===== src/rtl/wts_slot_pkg.sv =====
// Shared types and defaults for the MSX slot bus initiator.
package wts_slot_pkg;
  localparam int T_STATE_CLKS_DEF = 6;
  localparam int WAIT_STATES_DEF  = 0;

  typedef enum logic [2:0] {
    ST_IDLE,
    ST_T1,
    ST_T2,
    ST_TW,
    ST_T3
  } slot_state_t;
endpackage


===== src/rtl/wts_sync2.sv =====
// Two-flop synchronizer with a selectable reset value.
module wts_sync2 #(
  parameter logic RST_VAL = 1'b0
) (
  input  logic clk,
  input  logic reset,
  input  logic d,
  output logic q
);
  logic meta;

  always_ff @(posedge clk) begin
    if (reset) begin
      meta <= RST_VAL;
      q    <= RST_VAL;
    end else begin
      meta <= d;
      q    <= meta;
    end
  end
endmodule


===== src/rtl/wts_slot_initiator.sv =====
// MSX slot bus initiator: req/done handshake to Z80-timed memory cycles.
// state | meaning
// IDLE  | ready for a request, slot_a holds last address
// T1    | address out; strobes and write data asserted at mid-state
// T2    | write strobe asserted
// TW    | wait states, strobes hold
// T3    | read sample, strobes released at mid-state, data hold to end
module wts_slot_initiator
  import wts_slot_pkg::*;
#(
  parameter int T_STATE_CLKS = T_STATE_CLKS_DEF,
  parameter int WAIT_STATES  = WAIT_STATES_DEF
) (
  input  logic        clk,
  input  logic        reset,
  input  logic        req,
  input  logic        req_wr,
  input  logic [15:0] req_a,
  input  logic [7:0]  req_d,
  output logic        ready,
  output logic        done,
  output logic [7:0]  rdata,
  output logic        irq,
  output logic        slot_nreset,
  output logic [15:0] slot_a,
  output logic [7:0]  slot_d_out,
  output logic        slot_d_oe,
  input  logic [7:0]  slot_d_in,
  output logic        slot_nsltsl,
  output logic        slot_nmerq,
  output logic        slot_nrd,
  output logic        slot_nwr,
  input  logic        slot_nint
);
  localparam int CW = $clog2(T_STATE_CLKS);
  localparam logic [CW-1:0] CNT_LAST = CW'(T_STATE_CLKS - 1);
  localparam logic [CW-1:0] CNT_H    = CW'(T_STATE_CLKS / 2);
  localparam logic [CW-1:0] CNT_HM1  = CW'(T_STATE_CLKS / 2 - 1);
  localparam logic [1:0]    W_LAST   = (WAIT_STATES > 0) ? 2'(WAIT_STATES - 1) : 2'd0;

  slot_state_t   state, nstate;
  logic [CW-1:0] cnt, ncnt;
  logic [1:0]    wcnt, nwcnt;
  logic          accept;
  logic          lat_wr;
  logic [7:0]    lat_d;
  logic          bus_act, wr_act, oe_act;

  always_comb begin
    nstate = state;
    ncnt   = cnt + 1'b1;
    nwcnt  = wcnt;
    accept = 1'b0;
    case (state)
      ST_IDLE: begin
        ncnt = '0;
        if (req && ready) begin
          nstate = ST_T1;
          accept = 1'b1;
        end
      end
      ST_T1: if (cnt == CNT_LAST) begin
        ncnt   = '0;
        nstate = ST_T2;
      end
      ST_T2: if (cnt == CNT_LAST) begin
        ncnt = '0;
        if (WAIT_STATES > 0) begin
          nstate = ST_TW;
          nwcnt  = 2'd0;
        end else begin
          nstate = ST_T3;
        end
      end
      ST_TW: if (cnt == CNT_LAST) begin
        ncnt = '0;
        if (wcnt == W_LAST) nstate = ST_T3;
        else nwcnt = wcnt + 2'd1;
      end
      ST_T3: if (cnt == CNT_LAST) begin
        ncnt   = '0;
        nstate = ST_IDLE;
      end
      default: begin
        ncnt   = '0;
        nstate = ST_IDLE;
      end
    endcase
  end

  // Strobe levels are decoded from the upcoming state so every pin is a flop.
  always_comb begin
    bus_act = ((nstate == ST_T1) && (ncnt >= CNT_H)) || (nstate == ST_T2) ||
              (nstate == ST_TW) || ((nstate == ST_T3) && (ncnt < CNT_H));
    wr_act  = lat_wr && ((nstate == ST_T2) || (nstate == ST_TW) ||
              ((nstate == ST_T3) && (ncnt < CNT_H)));
    oe_act  = lat_wr && (((nstate == ST_T1) && (ncnt >= CNT_H)) || (nstate == ST_T2) ||
              (nstate == ST_TW) || (nstate == ST_T3));
  end

  always_ff @(posedge clk) begin
    slot_nreset <= ~reset;
    if (reset) begin
      state       <= ST_IDLE;
      cnt         <= '0;
      wcnt        <= 2'd0;
      lat_wr      <= 1'b0;
      lat_d       <= 8'h00;
      ready       <= 1'b1;
      done        <= 1'b0;
      rdata       <= 8'h00;
      slot_a      <= 16'h0000;
      slot_d_out  <= 8'h00;
      slot_d_oe   <= 1'b0;
      slot_nsltsl <= 1'b1;
      slot_nmerq  <= 1'b1;
      slot_nrd    <= 1'b1;
      slot_nwr    <= 1'b1;
    end else begin
      state       <= nstate;
      cnt         <= ncnt;
      wcnt        <= nwcnt;
      ready       <= (nstate == ST_IDLE);
      done        <= (state == ST_T3) && (cnt == CNT_LAST);
      slot_nsltsl <= ~bus_act;
      slot_nmerq  <= ~bus_act;
      slot_nrd    <= ~(bus_act && !lat_wr);
      slot_nwr    <= ~wr_act;
      slot_d_oe   <= oe_act;
      if (accept) begin
        lat_wr <= req_wr;
        lat_d  <= req_d;
        slot_a <= req_a;
      end
      if (lat_wr && (nstate == ST_T1) && (ncnt == CNT_H)) slot_d_out <= lat_d;
      if (!lat_wr && (state == ST_T3) && (cnt == CNT_HM1)) rdata <= slot_d_in;
    end
  end

  wts_sync2 #(.RST_VAL(1'b0)) u_int_sync (
    .clk   (clk),
    .reset (reset),
    .d     (~slot_nint),
    .q     (irq)
  );
endmodule


===== config.mk =====
export PLATFORM = sky130hd
export DESIGN_NAME = wts_slot_initiator
export DESIGN_NICKNAME = d
export VERILOG_FILES = /design/src/rtl/wts_slot_pkg.sv /design/src/rtl/wts_sync2.sv /design/src/rtl/wts_slot_initiator.sv
export SDC_FILE = /design/constraint.sdc
export NUM_CORES = 1
export LEC_CHECK = 0
export ABC_AREA = 1
export CORE_MARGIN = 5
export CORE_UTILIZATION = 50
export CTS_CLUSTER_SIZE = 40
export DETAILED_ROUTE_END_ITERATION = 12
export DONT_BUFFER_PORTS = 1
export MAX_ROUTING_LAYER = met4
export PLACE_DENSITY = 0.76
export SYNTH_ARGS = -nofsm -noshare
export SYNTH_HDL_FRONTEND = slang
export SYNTH_SLANG_ARGS = --single-unit

===== constraint.sdc =====
create_clock -name clk -period 2.7 [get_ports clk]
set_input_delay 0.405 -clock clk [delete_from_list [all_inputs] [get_ports clk]]
set_output_delay 0.405 -clock clk [all_outputs]
set_load 0.05 [all_outputs]

==> results of run 1 <==
-- metrics by stage --
stage	std cells	hold slack, ps
final	335	135
after global routing	335	115
after CTS	335	113
after detailed placement	319	396
after global placement	319	390
after floorplan	276	388
-- cell usage after synthesis (all sizes together) (2+ instances only) --
master	n
buf	4
nand2	33
a21oi	13
inv	22
o21ai	47
clkbuf	7
nor2	75
dfxtp	58
nor3	2
nand3	11
-- final timing paths --
path,start,endpoint,slack (ps),depth (start not counted)
worst min-delay path,slot_nint,u_int_sync.meta$_SDFF_PP0_,130,1
worst max-delay path,ready$_SDFF_PP1_,slot_d_out[4]$_SDFFE_PP0P_,750,7
worst min register to register,u_int_sync.meta$_SDFF_PP0_,u_int_sync.q$_SDFF_PP0_,400,2
worst max register to register,ready$_SDFF_PP1_,slot_d_out[4]$_SDFFE_PP0P_,750,7
-- state kept, by name, summed over array words and instances, names as in the netlist, 2 cells and up --
register    flops
cnt             3
lat_d           8
rdata           8
slot_a         16
slot_d_out      8
state           3
wcnt            2
-- layer usage --
layer  global-route usage  up-vias  wire [um]
li1                     -      885          -
met1                0.189      753       2010
met2                0.254       58       2100
met3               0.0851       12        436
met4               0.0944        0        127
met5                    -        -          0
-- power by group through the flow --
stage | registers, uW | logic (uW) | clock network (uW)
final | 1040 | 152 | 867
after global routing | 1050 | 176 | 936
after CTS | 1040 | 154 | 886
after detailed placement | 1060 | 154 | 0
after global placement | 1060 | 149 | 0
after floorplan | 1050 | 122 | 0
-- cell families (layout without fill, tap and decap cells) --
kind of cell | after synthesis | in the layout
AOI/OAI and AO/OA | 62 | 62
DFF | 58 | 58
and+or+nand+nor | 122 | 122
buffers and inverters | 33 | 40
adders and majority gates | 1 | 1
-- final cells by class --
class / count / share of cell area
well taps: 52 / 0.0268
clock buffers: 11 / 0.0582
inverters: 22 / 0.0340
flip-flops and latches: 58 / 0.478
repair buffers: 2 / 0.00618
multi-input cells: 185 / 0.365
clock inverters: 5 / 0.0319
==> summary.md, run 1 <==
| Metric | Value |
|---|---|
| Row count | `24` |
| Fin. Hold Viols | `0` |
| Seq/Total Area, Yosys | `0.531` |
| Initial DRC count | `a little over 80` |
| WL per Instance | `between 10 and 15 um` |
| Crit path DAT | `approximately 2200 ps` |
| Critical Path RT | `2910 ps` |
| Largest stage delay, worst path | `570 ps` |
| CP top delay family | `simple AND/OR/NAND/NOR gates` |
| Worst slew pin tran | `930 ps` |
| Final period util | `0.723` |
| Synth top area cells | `dfxtp_1 (53%), nor2_1 (12%), o21ai_0 (10%)` |
| Power Total | `2060 uW` |
| Yosys cell types | `24` |
| Maxcap violations | `0` |
| Setup crit end kind | `register` |
| Fin crit period | `1950 ps` |
| Fin worst setup slack | `748 ps` |
| # nets final | `between 300 and 400` |
| Main synth FF type | `dfxtp_1` |
| Net Sw Frac | `0.273` |
| Buffers & Inverters on Critical Path | `1` |
| Clock root cell | `clkbuf_8` |
| Via count | `between 1500 and 2000` |
| Gr ovfl total | `0` |
| Largest family of logic cells by synthesized area | `simple AND/OR/NAND/NOR gates` |
| Placed cell areas | `around 2200 um^2` |
| Cell mode on critical path | `nand2_8` |
| Sink Count | `58` |
| Crit-path slowest cell | `nand3b_2` |
| Seq cells post-synth | `58` |
| Post-route setup TNS | `0 ps` |
| CTS tree | `built` |
| Mux cell area share after synthesis | `0` |
| Post-Syn Area | `approximately 2200 um^2` |
| Sequential power share | `0.506` |
| Ratio of cells with drive above 1 in the final layout | `0.117` |
| Clk slew on worst S/H paths | `~60 ps` |
| Core footprint | `approximately 4300 um^2` |
| Status | `finished clean` |
| Crit-path cells | `buf_4, nand2_1, nand3b_2, nand2_8, nand2_8, o21ai_0, a21oi_1` |
| Post-Syn Nets | `approximately 310` |
| Min-Delay Path Class | `in2reg` |
| CTS H-tree depth | `3` |
| DRC viols | `0` |
| Leak | `about 0.0010 uW` |
| Pin count of the biggest net entering global routing | `30` |
| Vias in the first global route | `~1700` |
| RSZ-0062 raised after global routing | `false` |
| Synth top area share | `0.531` |
| Die Ht | `76.1 um` |
| Util after Layout | `0.566` |
| DP HPWL | `around 3.3 mm` |
| Synth Area in Simple Gates | `0.256` |
| CP max FO | `29` |
| Starting density of the core | `0.509` |
| XOR/XNOR share of the synthesized area | `0` |
| Antenna Cells | `0` |
| Most common cell after layout, fill and taps aside | `nor2_1` |
| Clock Power Share | `0.420` |
| Post_cts resized | `0` |
| Most frequent cells in the layout | `nor2_1 (71), dfxtp_1 (58), o21ai_0 (45), nand2_1 (28), inv_1 (18)` |
| Slew Limit Fails | `0` |
| Crit start category | `register` |
| Slew HR | `0.379` |
| Multi-input gate area | `just under 900 um^2` |
| Die Footprint | `5800 um^2` |
| Post CTS Setup Buffer Count | `0` |
| CTS max path bufs | `2` |
| Setup Skew | `6.24 ps` |
| Post-synth EDFFs | `0` |
| Ys Warns | `0` |
| Final Setup Violations | `0` |
| Design area | `between 2000 and 2500 um^2` |
| Antenna violations before repair | `0` |
| Via density | `about 5.1` |
| Die Wd | `76.1 um` |
| Post-cts hold buffer count | `0` |
| Peak Freq | `0.512 GHz` |
| Asr flop ratio synth | `0` |
| Clk Latency, worst-skew pair | `~320 ps` |
| Buffers on Ports | `0` |
| Syn-to-layout area delta | `11.2%` |
| Synth area leader | `dfxtp_1` |
| DRT Pass-1 Iters | `4` |
| Power share of the combinational group | `0.074` |
| Filler Cell Count | `between 400 and 500` |
| Maximum VDD drop | `0.447 mV` |
| Routed WL | `4.67 mm` |
| Ports | `78` |
| First-pass GRT wire length | `a little under 8 mm` |
| Compound-Gate Fraction of Synth Area | `0.144` |
| Pre-CTS WS | `between 700 and 800 ps` |
| TritonCTS Buffers | `9` |
| WS Path Type | `reg2reg` |
| Syn Inst Count | `276` |
| DRT antenna net count | `0` |
| Psw | `between 500 and 600 uW` |
| Mapped Avg Cell Area | `7.92 um^2` |
| GRT Total Usage | `0.172` |
| Internal | `roughly 1500 uW` |
| PD cells | `between 800 and 900 nW/um^2` |
| GP Congestion | `between 0.8 and 0.9` |
| Synth Area in Adders | `0.00572` |
| Register area | `between 1000 and 1500 um^2` |
Note: power is estimated with default switching activity, not from simulation.
==> run 2: changes to the inputs <==
--- a/config.mk
+++ b/config.mk
@@ -12,7 +12,7 @@
 export DETAILED_ROUTE_END_ITERATION = 12
 export DONT_BUFFER_PORTS = 1
 export MAX_ROUTING_LAYER = met4
-export PLACE_DENSITY = 0.76
+export PLACE_DENSITY = 0.79
 export SYNTH_ARGS = -nofsm -noshare
 export SYNTH_HDL_FRONTEND = slang
 export SYNTH_SLANG_ARGS = --single-unit
==> constraint.sdc (replaced) <==
create_clock -name clk -period 1.6 [get_ports clk]
set_input_delay 0.24 -clock clk [delete_from_list [all_inputs] [get_ports clk]]
set_output_delay 0.24 -clock clk [all_outputs]
set_load 0.05 [all_outputs]
==> summary.md, run 2 (same netlist as run 1, synthesis figures left out) <==
| Metric | Value |
|---|---|
| Vias in the first global route | `1713 (was 1656)` |
| Post CTS Setup Buffer Count | `0 (unchanged)` |
| CTS H-tree depth | `3 (unchanged)` |
| WS Path Type | `reg2reg (unchanged)` |
| Most flops, register | `slot_a (unchanged)` |
| Most common cell after layout, fill and taps aside | `nor2_1 (unchanged)` |
| Final period util | `0.886 (was 0.723)` |
| Setup crit end kind | `register (unchanged)` |
| Min-Delay Path Class | `in2reg (unchanged)` |
| Final Setup Violations | `0 (unchanged)` |
| CP max FO | `9 (was 29)` |
| Critical Path RT | `1800 ps (was 2910 ps)` |
| DRT antenna net count | `0 (unchanged)` |
| Status | `finished clean (unchanged)` |
| Most frequent cells in the layout | `nor2_1 (71), dfxtp_1 (58), o21ai_0 (45), nand2_1 (28), inv_1 (18) (unchanged)` |
| Slew Limit Fails | `0 (unchanged)` |
| Gr ovfl total | `0 (unchanged)` |
| Power Total | `3200 uW (was 2060 uW)` |
| Fin. Hold Viols | `0 (unchanged)` |
| Crit-path slowest cell | `dfxtp_1 (was nand3b_2)` |
| Clk Latency, worst-skew pair | `330 ps (was 320 ps)` |
| Worst slew pin tran | `536 ps (was 930 ps)` |
| Fin crit period | `1420 ps (was 1950 ps)` |
| Ports | `78 (unchanged)` |
| Hold Crit Depth | `2 (was 1)` |
| Syn-to-layout area delta | `13.4% (was 11.2%)` |
| Buffers on Ports | `0 (unchanged)` |
| DRT Pass-1 Iters | `4 (unchanged)` |
| Antenna Cells | `0 (unchanged)` |
| Setup Skew | `4.29 ps (was 6.24 ps)` |
| RSZ-0062 raised after global routing | `false (unchanged)` |
| TritonCTS Buffers | `9 (unchanged)` |
| Filler Cell Count | `409 (was 415)` |
| Starting density of the core | `0.509 (unchanged)` |
| DP HPWL | `3.53 mm (was 3.34 mm)` |
| Initial DRC count | `37 (was 81)` |
| Worst r2r dst | `slot_d_out[2]$_SDFFE_PP0P_ (was slot_d_out[4]$_SDFFE_PP0P_)` |
| Crit start category | `register (unchanged)` |
| Ratio of cells with drive above 1 in the final layout | `0.137 (was 0.117)` |
| PD cells | `1290 nW/um^2 (was 848 nW/um^2)` |
| Core footprint | `4290 um^2 (unchanged)` |
| Peak Freq | `0.706 GHz (was 0.512 GHz)` |
| WL per Instance | `13.8 um (was 13.9 um)` |
| Crit-path cells | `nor2_2, nand2_1, nand2_1, inv_1, nand2_2, nand2_4, o21ai_0, a21oi_1 (was buf_4, nand2_1, nand3b_2, nand2_8, nand2_8, o21ai_0, a21oi_1)` |
| CTS max path bufs | `2 (unchanged)` |
| Via density | `5.17 (was 5.10)` |
| Maximum VDD drop | `0.678 mV (was 0.447 mV)` |
| Cell mode on critical path | `nand2_1 (was nand2_8)` |
| Clock root cell | `clkbuf_8 (unchanged)` |
| Util after Layout | `0.578 (was 0.566)` |
| R2R depth | `8 (was 7)` |
| Worst reg2reg startpoint | `state[1]$_SDFF_PP0_ (was ready$_SDFF_PP1_)` |
| Row count | `24 (unchanged)` |
| Worst Hold Path EP | `slot_nwr$_SDFF_PP1_ (was u_int_sync.meta$_SDFF_PP0_)` |
| Antenna violations before repair | `0 (unchanged)` |
| Crit path DAT | `1610 ps (was 2160 ps)` |
| Maxcap violations | `0 (unchanged)` |
| Via count | `1784 (was 1708)` |
| Largest stage delay, worst path | `340 ps (was 570 ps)` |
| Die Wd | `76.1 um (unchanged)` |
| Sink Count | `58 (unchanged)` |
| GP Congestion | `0.831 (was 0.894)` |
| Routed WL | `4.76 mm (was 4.67 mm)` |
| DRC viols | `0 (unchanged)` |
| Max FFs per register | `16 (unchanged)` |
| Clk slew on worst S/H paths | `60 ps (about the same)` |
| First-pass GRT wire length | `7.98 mm (was 7.70 mm)` |
| Post-route setup TNS | `0 ps (unchanged)` |
| Die Footprint | `5800 um^2 (unchanged)` |
| Worst hold start | `reset (was slot_nint)` |
| GRT Total Usage | `0.176 (was 0.172)` |
| CTS tree | `built (unchanged)` |
| Leak | `0.00107 uW (was 0.00102 uW)` |
| Die Ht | `76.1 um (unchanged)` |
| # nets final | `327 (was 316)` |
| R2r setup slk | `180 ps (was 750 ps)` |
| Slew HR | `0.642 (was 0.379)` |
| Pin count of the biggest net entering global routing | `25 (was 30)` |
## run 2: how the worst max path moves through the flow
stage / from / to
2_1_floorplan: ready$_SDFF_PP1_ / slot_d_out[0]$_SDFFE_PP0P_
4_1_cts: ready$_SDFF_PP1_ / slot_d_out[2]$_SDFFE_PP0P_
3_5_place_dp: ready$_SDFF_PP1_ / slot_d_out[2]$_SDFFE_PP0P_
5_1_grt: state[1]$_SDFF_PP0_ / slot_d_out[4]$_SDFFE_PP0P_
3_3_place_gp: ready$_SDFF_PP1_ / slot_d_out[6]$_SDFFE_PP0P_
6_report: state[1]$_SDFF_PP0_ / slot_d_out[2]$_SDFFE_PP0P_
## run 2: power by group
group / internal, uW / switching [uW]
Sequential: 1530 / 233
Combinational: 102 / 180
Clock: 629 / 524
Total: 2260 / 936
## run 2: critical path, delay by kind of cell, from the launching register on
kind	cells	cell delay [ps]
compound gates	2	310
buf+inv	1	40
flops	1	340
simple gates	5	590
## run 2: timing repair
item                                    in CTS  in global routing
endpoints found under the setup margin       0                  3
hold buffers                                 3                  0
hold endpoints to repair                    13                  0
resized for setup                            0                  1
## run 2: per-stage QoR
stage | worst slack, ps | hold WS (ps) | area [um^2] | instances
3_3_place_gp | 213 | 307 | 2270 | 327
5_1_grt | 27.0 | 22.1 | 2480 | 345
6_report | 183 | 30.5 | 2480 | 345
2_1_floorplan | 26.1 | 307 | 2190 | 276
4_1_cts | 102 | 7.55 | 2470 | 345
3_5_place_dp | 123 | 309 | 2270 | 327
## run 2: area by class of cell
class                   instances  area (um^2)  share of cell area
flip-flops and latches         58         1160               0.468
multi-input cells             185          897               0.362
clock buffers                  12          155              0.0625
repair buffers                 13          105              0.0424
inverters                      22         82.6              0.0333
well taps                      52         65.1              0.0262
clock inverters                 3         15.0             0.00605
## run 2: layer usage
layer | global-route usage | part of all wire
met3 | 0.0898 | 0.10
met2 | 0.276 | 0.49
met5 | - | 0
met4 | 0.0664 | 0.014
met1 | 0.189 | 0.40
==> run 3: changes to the inputs <==
--- a/config.mk
+++ b/config.mk
@@ -8,7 +8,8 @@
 export ABC_AREA = 1
 export CORE_MARGIN = 5
 export CORE_UTILIZATION = 50
-export CTS_CLUSTER_SIZE = 40
+export CTS_BUF_LIST = sky130_fd_sc_hd__clkbuf_8
+export CTS_CLUSTER_SIZE = 8
 export DETAILED_ROUTE_END_ITERATION = 12
 export DONT_BUFFER_PORTS = 1
 export MAX_ROUTING_LAYER = met4
==> summary.md, run 3 (same netlist as run 1, synthesis figures left out) <==
| Metric | Value |
|---|---|
| Sink Count | `58 (unchanged)` |
| Ports | `78 (unchanged)` |
| Worst hold start | `reset (unchanged)` |
| Antenna Cells | `0 (unchanged)` |
| Final Setup Violations | `0 (unchanged)` |
| WL per Instance | `13.8 um (about the same)` |
| Most common cell after layout, fill and taps aside | `nor2_1 (unchanged)` |
| Hold Crit Depth | `2 (unchanged)` |
| Post-route setup TNS | `0 ps (unchanged)` |
| DP HPWL | `3.53 mm (unchanged)` |
| Worst Hold Path EP | `slot_nwr$_SDFF_PP1_ (unchanged)` |
| CP top delay family | `simple AND/OR/NAND/NOR gates (unchanged)` |
| Gr ovfl total | `0 (unchanged)` |
| Worst r2r dst | `slot_d_out[2]$_SDFFE_PP0P_ (unchanged)` |
| Buffers on Ports | `0 (unchanged)` |
| Maximum VDD drop | `0.683 mV (was 0.678 mV)` |
| Routed WL | `4.78 mm (was 4.76 mm)` |
| Row count | `24 (unchanged)` |
| Most flops, register | `slot_a (unchanged)` |
| Max FFs per register | `16 (unchanged)` |
| Clock root cell | `clkbuf_8 (unchanged)` |
| Crit path DAT | `1620 ps (was 1610 ps)` |
| CTS H-tree depth | `3 (unchanged)` |
| Worst slew pin tran | `536 ps (about the same)` |
| # nets final | `327 (unchanged)` |
| Crit-path cells | `nor2_2, nand2_1, nand2_1, inv_1, nand2_2, nand2_4, o21ai_0, a21oi_1 (unchanged)` |
| Die Ht | `76.1 um (unchanged)` |
| Fin crit period | `1420 ps (about the same)` |
| WS Path Type | `reg2reg (unchanged)` |
| Status | `finished clean (unchanged)` |
| Multi-input gate area | `897 um^2 (unchanged)` |
| CTS max path bufs | `2 (unchanged)` |
| Ratio of cells with drive above 1 in the final layout | `0.137 (unchanged)` |
| DRC viols | `0 (unchanged)` |
| TritonCTS Buffers | `9 (unchanged)` |
| Register area | `1160 um^2 (unchanged)` |
| Syn-to-layout area delta | `13.4% (unchanged)` |
| Clk Latency, worst-skew pair | `330 ps (about the same)` |
| Vias in the first global route | `1713 (unchanged)` |
| Worst reg2reg startpoint | `state[1]$_SDFF_PP0_ (unchanged)` |
| PD cells | `1290 nW/um^2 (about the same)` |
| R2R depth | `8 (unchanged)` |
| GRT Total Usage | `0.176 (unchanged)` |
| Min-Delay Path Class | `in2reg (unchanged)` |
| Setup Skew | `5.08 ps (was 4.29 ps)` |
| Via density | `5.17 (unchanged)` |
| Maxcap violations | `0 (unchanged)` |
| Power Total | `3190 uW (was 3200 uW)` |
| Die Footprint | `5800 um^2 (unchanged)` |
| Cell mode on critical path | `nand2_1 (unchanged)` |
| Largest stage delay, worst path | `340 ps (about the same)` |
| RSZ-0062 raised after global routing | `false (unchanged)` |
| CTS tree | `built (unchanged)` |
| Clk slew on worst S/H paths | `60 ps (about the same)` |
| Via count | `1784 (unchanged)` |
| DRT Pass-1 Iters | `4 (unchanged)` |
| First-pass GRT wire length | `7.98 mm (unchanged)` |
| Peak Freq | `0.706 GHz (about the same)` |
| Fin. Hold Viols | `0 (unchanged)` |
| Filler Cell Count | `409 (unchanged)` |
| Most frequent cells in the layout | `nor2_1 (71), dfxtp_1 (58), o21ai_0 (45), nand2_1 (28), inv_1 (19) (was nor2_1 (71), dfxtp_1 (58), o21ai_0 (45), nand2_1 (28), inv_1 (18))` |
| Leak | `0.00107 uW (about the same)` |
| Starting density of the core | `0.509 (unchanged)` |
| Initial DRC count | `37 (unchanged)` |
| Crit start category | `register (unchanged)` |
| Slew HR | `0.642 (about the same)` |
| R2r setup slk | `180 ps (about the same)` |
| Pin count of the biggest net entering global routing | `25 (unchanged)` |
| Final period util | `0.886 (about the same)` |
| Post CTS Setup Buffer Count | `0 (unchanged)` |
| Crit-path slowest cell | `dfxtp_1 (unchanged)` |
| Die Wd | `76.1 um (unchanged)` |
| Core footprint | `4290 um^2 (unchanged)` |
| CP max FO | `9 (unchanged)` |
| Slew Limit Fails | `0 (unchanged)` |
| Setup crit end kind | `register (unchanged)` |
| DRT antenna net count | `0 (unchanged)` |
| Buffers & Inverters on Critical Path | `1 (unchanged)` |
| Critical Path RT | `1800 ps (about the same)` |
| Antenna violations before repair | `0 (unchanged)` |
| GP Congestion | `0.831 (unchanged)` |
run 3: what timing repair did:
| action | 4_1_cts | 5_1_grt |
|---|---|---|
| hold endpoints to repair | 13 | 0 |
| setup endpoints to repair | 0 | 3 |
| hold buffers | 3 | 0 |
| resized for setup | 0 | 1 |
run 3: final cells by class:
class                           count  area share
Clock inverter                      4     0.00756
Multi-Input combinational cell    185       0.362
Tap cell                           52      0.0262
Inverter                           22      0.0333
Sequential cell                    58       0.468
Clock buffer                       11      0.0610
Timing Repair Buffer               13      0.0424
run 3: how the worst max path moves through the flow:
| stage | start | to | slack (ps) | cells past startpoint |
|---|---|---|---|---|
| after global placement | ready$_SDFF_PP1_ | slot_d_out[6]$_SDFFE_PP0P_ | 210 | 7 |
| after detailed placement | ready$_SDFF_PP1_ | slot_d_out[2]$_SDFFE_PP0P_ | 120 | 7 |
| after CTS | ready$_SDFF_PP1_ | slot_d_out[2]$_SDFFE_PP0P_ | 100 | 6 |
| final | state[1]$_SDFF_PP0_ | slot_d_out[2]$_SDFFE_PP0P_ | 180 | 8 |
| after floorplan | ready$_SDFF_PP1_ | slot_d_out[0]$_SDFFE_PP0P_ | 30 | 8 |
| after global routing | state[1]$_SDFF_PP0_ | slot_d_out[4]$_SDFFE_PP0P_ | 30 | 9 |
run 3: metrics by stage:
stage	instance area (um^2)	hold slack, ps	utilization	cells	worst slack, ps
6_report	2480	28.8	0.578	345	183
4_1_cts	2470	7.55	0.576	345	102
3_3_place_gp	2270	307	0.529	327	213
3_5_place_dp	2270	309	0.529	327	123
5_1_grt	2480	22.1	0.578	345	27.0
2_1_floorplan	2190	307	-	276	26.1
run 3: report_power, final:
part | internal (uW) | switching [uW]
logic | 102 | 180
clock network | 622 | 527
registers | 1530 | 233
run 3: metal layers:
| layer | part of all wire | up-vias | GRT usage |
|---|---|---|---|
| li1 | - | 905 | - |
| met1 | 0.40 | 805 | 0.189 |
| met2 | 0.49 | 65 | 0.276 |
| met3 | 0.098 | 9 | 0.0898 |
| met4 | 0.014 | 0 | 0.0664 |
| met5 | 0 | - | - |
